$ cat src/rtl/seq_gen_pkg.sv
// Shared types and default widths for the seq_gen serial pattern generator.
package seq_gen_pkg;

   localparam int unsigned DEF_PATTERN_W  = 8;
   localparam int unsigned DEF_LEN_W      = 4;
   localparam int unsigned DEF_REP_W      = 4;
   localparam int unsigned DEF_GAP_CYCLES = 2;

   typedef enum logic [1:0] {
      IDLE  = 2'd0,
      SHIFT = 2'd1,
      GAP   = 2'd2,
      DONE  = 2'd3
   } state_e;

   localparam state_e RESET_STATE = IDLE;

endpackage

$ cat src/rtl/seq_gen_cnt.sv
// Loadable saturating down-counter; used for bit index, repetition and gap counts.
module seq_gen_cnt #(
   parameter int unsigned WIDTH = 4
) (
   input  logic             clk_i,
   input  logic             rst_i,
   input  logic             load_i,
   input  logic [WIDTH-1:0] load_val_i,
   input  logic             dec_i,
   output logic [WIDTH-1:0] value_o,
   output logic             is_one_c_o,
   output logic             is_zero_c_o
);

   logic [WIDTH-1:0] cnt_q;
   logic [WIDTH-1:0] cnt_d;

   // Load wins over decrement; decrement stops at zero.
   always_comb begin
      cnt_d = cnt_q;
      if (load_i) begin
         cnt_d = load_val_i;
      end else if (dec_i && (cnt_q != '0)) begin
         cnt_d = cnt_q - WIDTH'(1);
      end
   end

   always_ff @(posedge clk_i) begin
      if (rst_i) begin
         cnt_q <= '0;
      end else begin
         cnt_q <= cnt_d;
      end
   end

   assign value_o     = cnt_q;
   assign is_one_c_o  = (cnt_q == WIDTH'(1));
   assign is_zero_c_o = (cnt_q == '0);

endmodule

$ cat src/rtl/seq_gen.sv
// Bit-serial pattern generator: shifts a latched pattern out MSB-first, repeated reps times.
// Define SEQ_GEN_GAP_EN to insert GAP_CYCLES idle cycles between repetitions.
module seq_gen
   import seq_gen_pkg::*;
#(
   parameter int unsigned PATTERN_W  = DEF_PATTERN_W,
   parameter int unsigned LEN_W      = DEF_LEN_W,
   parameter int unsigned REP_W      = DEF_REP_W,
   parameter int unsigned GAP_CYCLES = DEF_GAP_CYCLES
) (
   input  logic                 clk,
   input  logic                 rst,
   input  logic                 start,
   input  logic [PATTERN_W-1:0] pattern,
   input  logic [LEN_W-1:0]     len,
   input  logic [REP_W-1:0]     reps,
   output logic                 x,
   output logic                 x_valid,
   output logic                 busy,
   output logic                 done
);

   localparam logic [LEN_W-1:0] MAX_LEN = LEN_W'(PATTERN_W);

   if (((1 << LEN_W) <= PATTERN_W) || (GAP_CYCLES > 1024)) begin : g_bad_params
      $error("seq_gen: LEN_W too narrow for PATTERN_W or GAP_CYCLES out of range");
   end

   function automatic logic bit_at(input logic [PATTERN_W-1:0] p, input logic [LEN_W-1:0] i);
      logic [PATTERN_W-1:0] s;
      s = p >> i;
      return s[0];
   endfunction

   state_e                state_q, state_d;
   logic [PATTERN_W-1:0]  pattern_q;
   logic [LEN_W-1:0]      len_m1_q;
   logic                  x_q, x_valid_q, busy_q, done_q;
   logic                  x_d, x_valid_d, busy_d, done_d;
   logic                  start_ok, lat_en;
   logic                  idx_load, idx_dec, idx_zero, idx_one;
   logic [LEN_W-1:0]      idx_load_val, idx_val, idx_next;
   logic                  rep_load, rep_dec, rep_one, rep_zero;
   logic [REP_W-1:0]      rep_val;
   logic                  unused_cnt;

   assign start_ok = start && (len != '0) && (reps != '0) && (len <= MAX_LEN)
                     && ((state_q == IDLE) || (state_q == DONE));

   seq_gen_cnt #(.WIDTH(LEN_W)) u_idx_cnt (
      .clk_i       (clk),
      .rst_i       (rst),
      .load_i      (idx_load),
      .load_val_i  (idx_load_val),
      .dec_i       (idx_dec),
      .value_o     (idx_val),
      .is_one_c_o  (idx_one),
      .is_zero_c_o (idx_zero)
   );

   seq_gen_cnt #(.WIDTH(REP_W)) u_rep_cnt (
      .clk_i       (clk),
      .rst_i       (rst),
      .load_i      (rep_load),
      .load_val_i  (reps),
      .dec_i       (rep_dec),
      .value_o     (rep_val),
      .is_one_c_o  (rep_one),
      .is_zero_c_o (rep_zero)
   );

   assign unused_cnt = ^{idx_one, rep_val};

`ifdef SEQ_GEN_GAP_EN
   localparam bit          GAP_ON   = (GAP_CYCLES != 0);
   localparam int unsigned GAP_W    = (GAP_CYCLES > 1) ? $clog2(GAP_CYCLES) : 1;
   localparam int unsigned GAP_LOAD = (GAP_CYCLES > 0) ? GAP_CYCLES - 1 : 0;

   logic             gap_load, gap_dec, gap_zero, gap_one;
   logic [GAP_W-1:0] gap_val;
   logic             unused_gap;

   seq_gen_cnt #(.WIDTH(GAP_W)) u_gap_cnt (
      .clk_i       (clk),
      .rst_i       (rst),
      .load_i      (gap_load),
      .load_val_i  (GAP_W'(GAP_LOAD)),
      .dec_i       (gap_dec),
      .value_o     (gap_val),
      .is_one_c_o  (gap_one),
      .is_zero_c_o (gap_zero)
   );

   assign unused_gap = ^{gap_val, gap_one};
`endif

   // State, latched job and registered outputs.
   always_ff @(posedge clk) begin
      if (rst) begin
         state_q   <= RESET_STATE;
         pattern_q <= '0;
         len_m1_q  <= '0;
         x_q       <= 1'b0;
         x_valid_q <= 1'b0;
         busy_q    <= 1'b0;
         done_q    <= 1'b0;
      end else begin
         state_q   <= state_d;
         x_q       <= x_d;
         x_valid_q <= x_valid_d;
         busy_q    <= busy_d;
         done_q    <= done_d;
         if (lat_en) begin
            pattern_q <= pattern;
            len_m1_q  <= len - LEN_W'(1);
         end
      end
   end

   // Next state and counter control.
   always_comb begin
      state_d      = state_q;
      lat_en       = 1'b0;
      idx_load     = 1'b0;
      idx_dec      = 1'b0;
      idx_load_val = len_m1_q;
      rep_load     = 1'b0;
      rep_dec      = 1'b0;
`ifdef SEQ_GEN_GAP_EN
      gap_load     = 1'b0;
      gap_dec      = 1'b0;
`endif
      case (state_q)
         IDLE, DONE: begin
            state_d = IDLE;
            if (start_ok) begin
               state_d      = SHIFT;
               lat_en       = 1'b1;
               idx_load     = 1'b1;
               idx_load_val = len - LEN_W'(1);
               rep_load     = 1'b1;
            end
         end
         SHIFT: begin
            if (!idx_zero) begin
               idx_dec = 1'b1;
            end else if (rep_one || rep_zero) begin
               state_d = DONE;
            end else begin
               rep_dec = 1'b1;
`ifdef SEQ_GEN_GAP_EN
               if (GAP_ON) begin
                  state_d  = GAP;
                  gap_load = 1'b1;
               end else begin
                  idx_load = 1'b1;
               end
`else
               idx_load = 1'b1;
`endif
            end
         end
`ifdef SEQ_GEN_GAP_EN
         GAP: begin
            if (gap_zero) begin
               state_d  = SHIFT;
               idx_load = 1'b1;
            end else begin
               gap_dec = 1'b1;
            end
         end
`endif
         default: state_d = RESET_STATE;
      endcase
   end

   // Output values for the coming cycle, derived from the next state and next bit index.
   always_comb begin
      x_d       = 1'b0;
      x_valid_d = 1'b0;
      busy_d    = 1'b0;
      done_d    = 1'b0;
      idx_next  = idx_val;
      if (idx_load) begin
         idx_next = idx_load_val;
      end else if (idx_dec) begin
         idx_next = idx_val - LEN_W'(1);
      end
      case (state_d)
         SHIFT: begin
            x_d       = bit_at(lat_en ? pattern : pattern_q, idx_next);
            x_valid_d = 1'b1;
            busy_d    = 1'b1;
         end
         GAP:     busy_d = 1'b1;
         DONE:    done_d = 1'b1;
         default: ;
      endcase
   end

   assign x       = x_q;
   assign x_valid = x_valid_q;
   assign busy    = busy_q;
   assign done    = done_q;

endmodule

$ cat config.mk
export PLATFORM = sky130hd
export DESIGN_NAME = seq_gen
export DESIGN_NICKNAME = d
export VERILOG_FILES = /design/src/rtl/seq_gen_pkg.sv /design/src/rtl/seq_gen_cnt.sv /design/src/rtl/seq_gen.sv
export SDC_FILE = /design/constraint.sdc
export NUM_CORES = 1
export LEC_CHECK = 0
export BUFFER_PORTS_ARGS = -buffer_cell sky130_fd_sc_hd__buf_4
export CORE_MARGIN = 10
export CORE_UTILIZATION = 54
export CTS_BUF_LIST = sky130_fd_sc_hd__clkbuf_2
export CTS_CLUSTER_SIZE = 30
export DETAILED_ROUTE_END_ITERATION = 12
export GPL_TIMING_DRIVEN = 0
export MAX_ROUTING_LAYER = met4
export PLACE_DENSITY = 0.84
export SYNTH_ARGS = -nofsm -noshare
export SYNTH_HDL_FRONTEND = slang
export SYNTH_HIERARCHICAL = 1
export SYNTH_SLANG_ARGS = --single-unit
$ cat constraint.sdc
create_clock -name clk -period 2.5 [get_ports clk]
set_input_delay 0.125 -clock clk [delete_from_list [all_inputs] [get_ports clk]]
set_output_delay 0.125 -clock clk [all_outputs]
set_load 0.05 [all_outputs]
==> reports/metrics.csv <==
metric;value;unit
initial antenna violation count;0;
num ports;23;
Placement Rows;20;
Slowest cell on crit path;dfxtp_2;
period utilization;100;%
Hold Path Class;in2reg;
DRC;0;
Crit path required time;2800;ps
drt wl/cell;15.1;um
RSZ-0062 raised after global routing;yes;
# setup viols final;1;
Vias per Instance;5.57;
number of port buffers;22;
total wire length;4640;um
post-place setup slack;-250;ps
Register-to-Register Path Depth;13;
Crit Path Class;reg2reg;
drt first pass iters;4;
status;finished, violations left;
Root Driver;clkbuf_2;
failing checks;negative setup slack;
Total Routing Usage GR;15.8;%
design area;2370;um2
Post-DP Area;2030;um2
starting density of the core;56.9;%
max-slew violation count;0;
Slew HR;70.4;%
Multi-input gate area;1230;um2
die width;77.2;um
DR iter-0 viols;111;
Mapped Nets;239;
antenna viol nets, final;0;
routability congestion estimate;0.872;
Core Util, Final;76.5;%
hold path cells;3;
min-delay src;pattern[2];
Fmax;398;MHz
reg2reg setup slack;-10;ps
CP Data Arrival Time;2810;ps
fin cells;308;
Cell Pwr Density;591;nW/um2
vias;1715;
Worst-path clk slew;280;ps
Gate Count Post-Synth;210;
Leak;0.972;nW
crit path launch type;flop;
clk_lat worst skew;380;ps
setup_tns;-10.0;ps
mapped cell area;1770;um2
Reg area;532;um2
Slew @ Worst Pin;444;ps
number of cells after detailed placement;276;
crit path max fanout;3;
number of antenna diodes;0;
Final Skew;10.7;ps
final setup margin;-10.0;ps
number of global-route vias before repair;1696;
r2r startpoint;u_rep_cnt/value_o[0]$_SDFFE_PP0P_;
Final #Nets;294;
synthesized area per cell;8.41;um2
Worst Hold Path EP;pattern_q[2]$_SDFF_PP0_;
yosys warns;6;
pin count of the biggest net entering global routing;21;
post-detail-place hpwl;3080;um
clk sink count;26;
hold_ws;5.92;ps
Tot Pwr;1.40;mW
RR Endpoint;x$_SDFF_PP0_;
first-pass GRT wire length;7820;um
GRT overflow;0;
Max clock buf depth;2;
die area;5960;um2
final hold violation count;0;
CP max stage delay;390;ps
Max Cap Viol;0;
Max VDD drop;471;uV
Vert. Die Dim;77.2;um
TritonCTS clock tree;built;
Worst Setup End Kind;flop;
share of cells above drive strength 1;34.1;%
# fillers;241;
min Tclk post-route;2510;ps
Area Growth Syn to Fin;34.3;%
CORE AREA;3100;um2
Num CTS Buffers;3;
crit-path cells;inv_2 -> ha_4 -> or3b_4 -> inv_2 -> nand4bb_4 -> inv_4 -> a221o_1 -> o211ai_1 -> buf_4 -> a22o_1 -> a21oi_2 -> o211ai_1 -> o41ai_2;
H-tree depth;1;
-- state kept, by name (all words and copies together) (netlist names) --
| register | count |
|---|---|
| state_q | 2 |
| pattern_q | 8 |
| x | 1 |
| len_m1_q | 4 |
| u_rep_cnt/value_o | 4 |
| x_valid | 1 |
| u_idx_cnt/value_o | 4 |
| done | 1 |
| busy | 1 |
-- how the worst max path moves through the flow --
stage / startpoint / end / slack (ps)
after floorplan: u_idx_cnt/value_o[1]$_SDFFE_PP0P_ / x$_SDFF_PP0_ / 20
after global routing: u_rep_cnt/value_o[0]$_SDFFE_PP0P_ / x$_SDFF_PP0_ / -110
after global placement: u_idx_cnt/value_o[1]$_SDFFE_PP0P_ / x$_SDFF_PP0_ / -230
final: u_rep_cnt/value_o[0]$_SDFFE_PP0P_ / x$_SDFF_PP0_ / -10
after CTS: u_idx_cnt/value_o[1]$_SDFFE_PP0P_ / x$_SDFF_PP0_ / -10
after detailed placement: u_idx_cnt/value_o[1]$_SDFFE_PP0P_ / x$_SDFF_PP0_ / -250
-- timing repair --
action | in CTS | in global routing
hold buffers | 7 | 1
gates resized for setup | 19 | 4
setup buffers | 18 | 2
endpoints found under the setup margin | 1 | 1
pin swaps | 9 | 6
cloned | 0 | 0
hold endpoints to repair | 7 | 1
-- worst max-delay path, delay by kind of cell (launching register included) --
| kind | cells | cell delay (ps) |
|---|---|---|
| DFF | 1 | 390 |
| buffers and inverters | 4 | 330 |
| AOI/OAI and AO/OA | 6 | 1000 |
| adders and majority gates | 1 | 140 |
| and+or+nand+nor | 2 | 570 |
-- layout by cell type, fill, tap and decap left out, types with 4 or more instances in the layout --
cell / count
dfxtp_1: 21
dlygate4sd3_1: 8
ha_1: 8
nor2b_1: 4
o21ai_0: 6
inv_1: 10
nand2_1: 26
inv_4: 7
buf_4: 42
nor3_1: 6
mux2i_1: 4
a311oi_1: 4
nor2_1: 20
a21oi_1: 15
nand3_1: 6
-- metal layers --
metal / GRT usage [%] / vias up / routed length (um) / part of all wire [%]
met3: 3.85 / 4 / 173 / 3.7
met5: - / - / 0 / 0
met2: 27.9 / 42 / 2340 / 50
li1: - / 856 / - / -
met4: 2.19 / 0 / 42 / 0.90
met1: 18.0 / 813 / 2090 / 45
-- final cells by class --
type                       instances  area share (%)
clock buffer                       3           0.633
sequential                        26            22.4
tap                               44            2.32
clock inverter                     1            1.27
timing repair buffer              50            16.7
inverter                          19            3.74
buffer                             5           0.949
multi-input combinational        160            52.0
-- power breakdown --
part / total (mW) / leakage (nW) / switching, mW / internal (mW)
Combinational: 0.630 / 0.730 / 0.335 / 0.294
Clock: 0.282 / 0.0266 / 0.144 / 0.137
Sequential: 0.490 / 0.215 / 0.0331 / 0.457
Note: power is estimated with default switching activity, not from simulation.
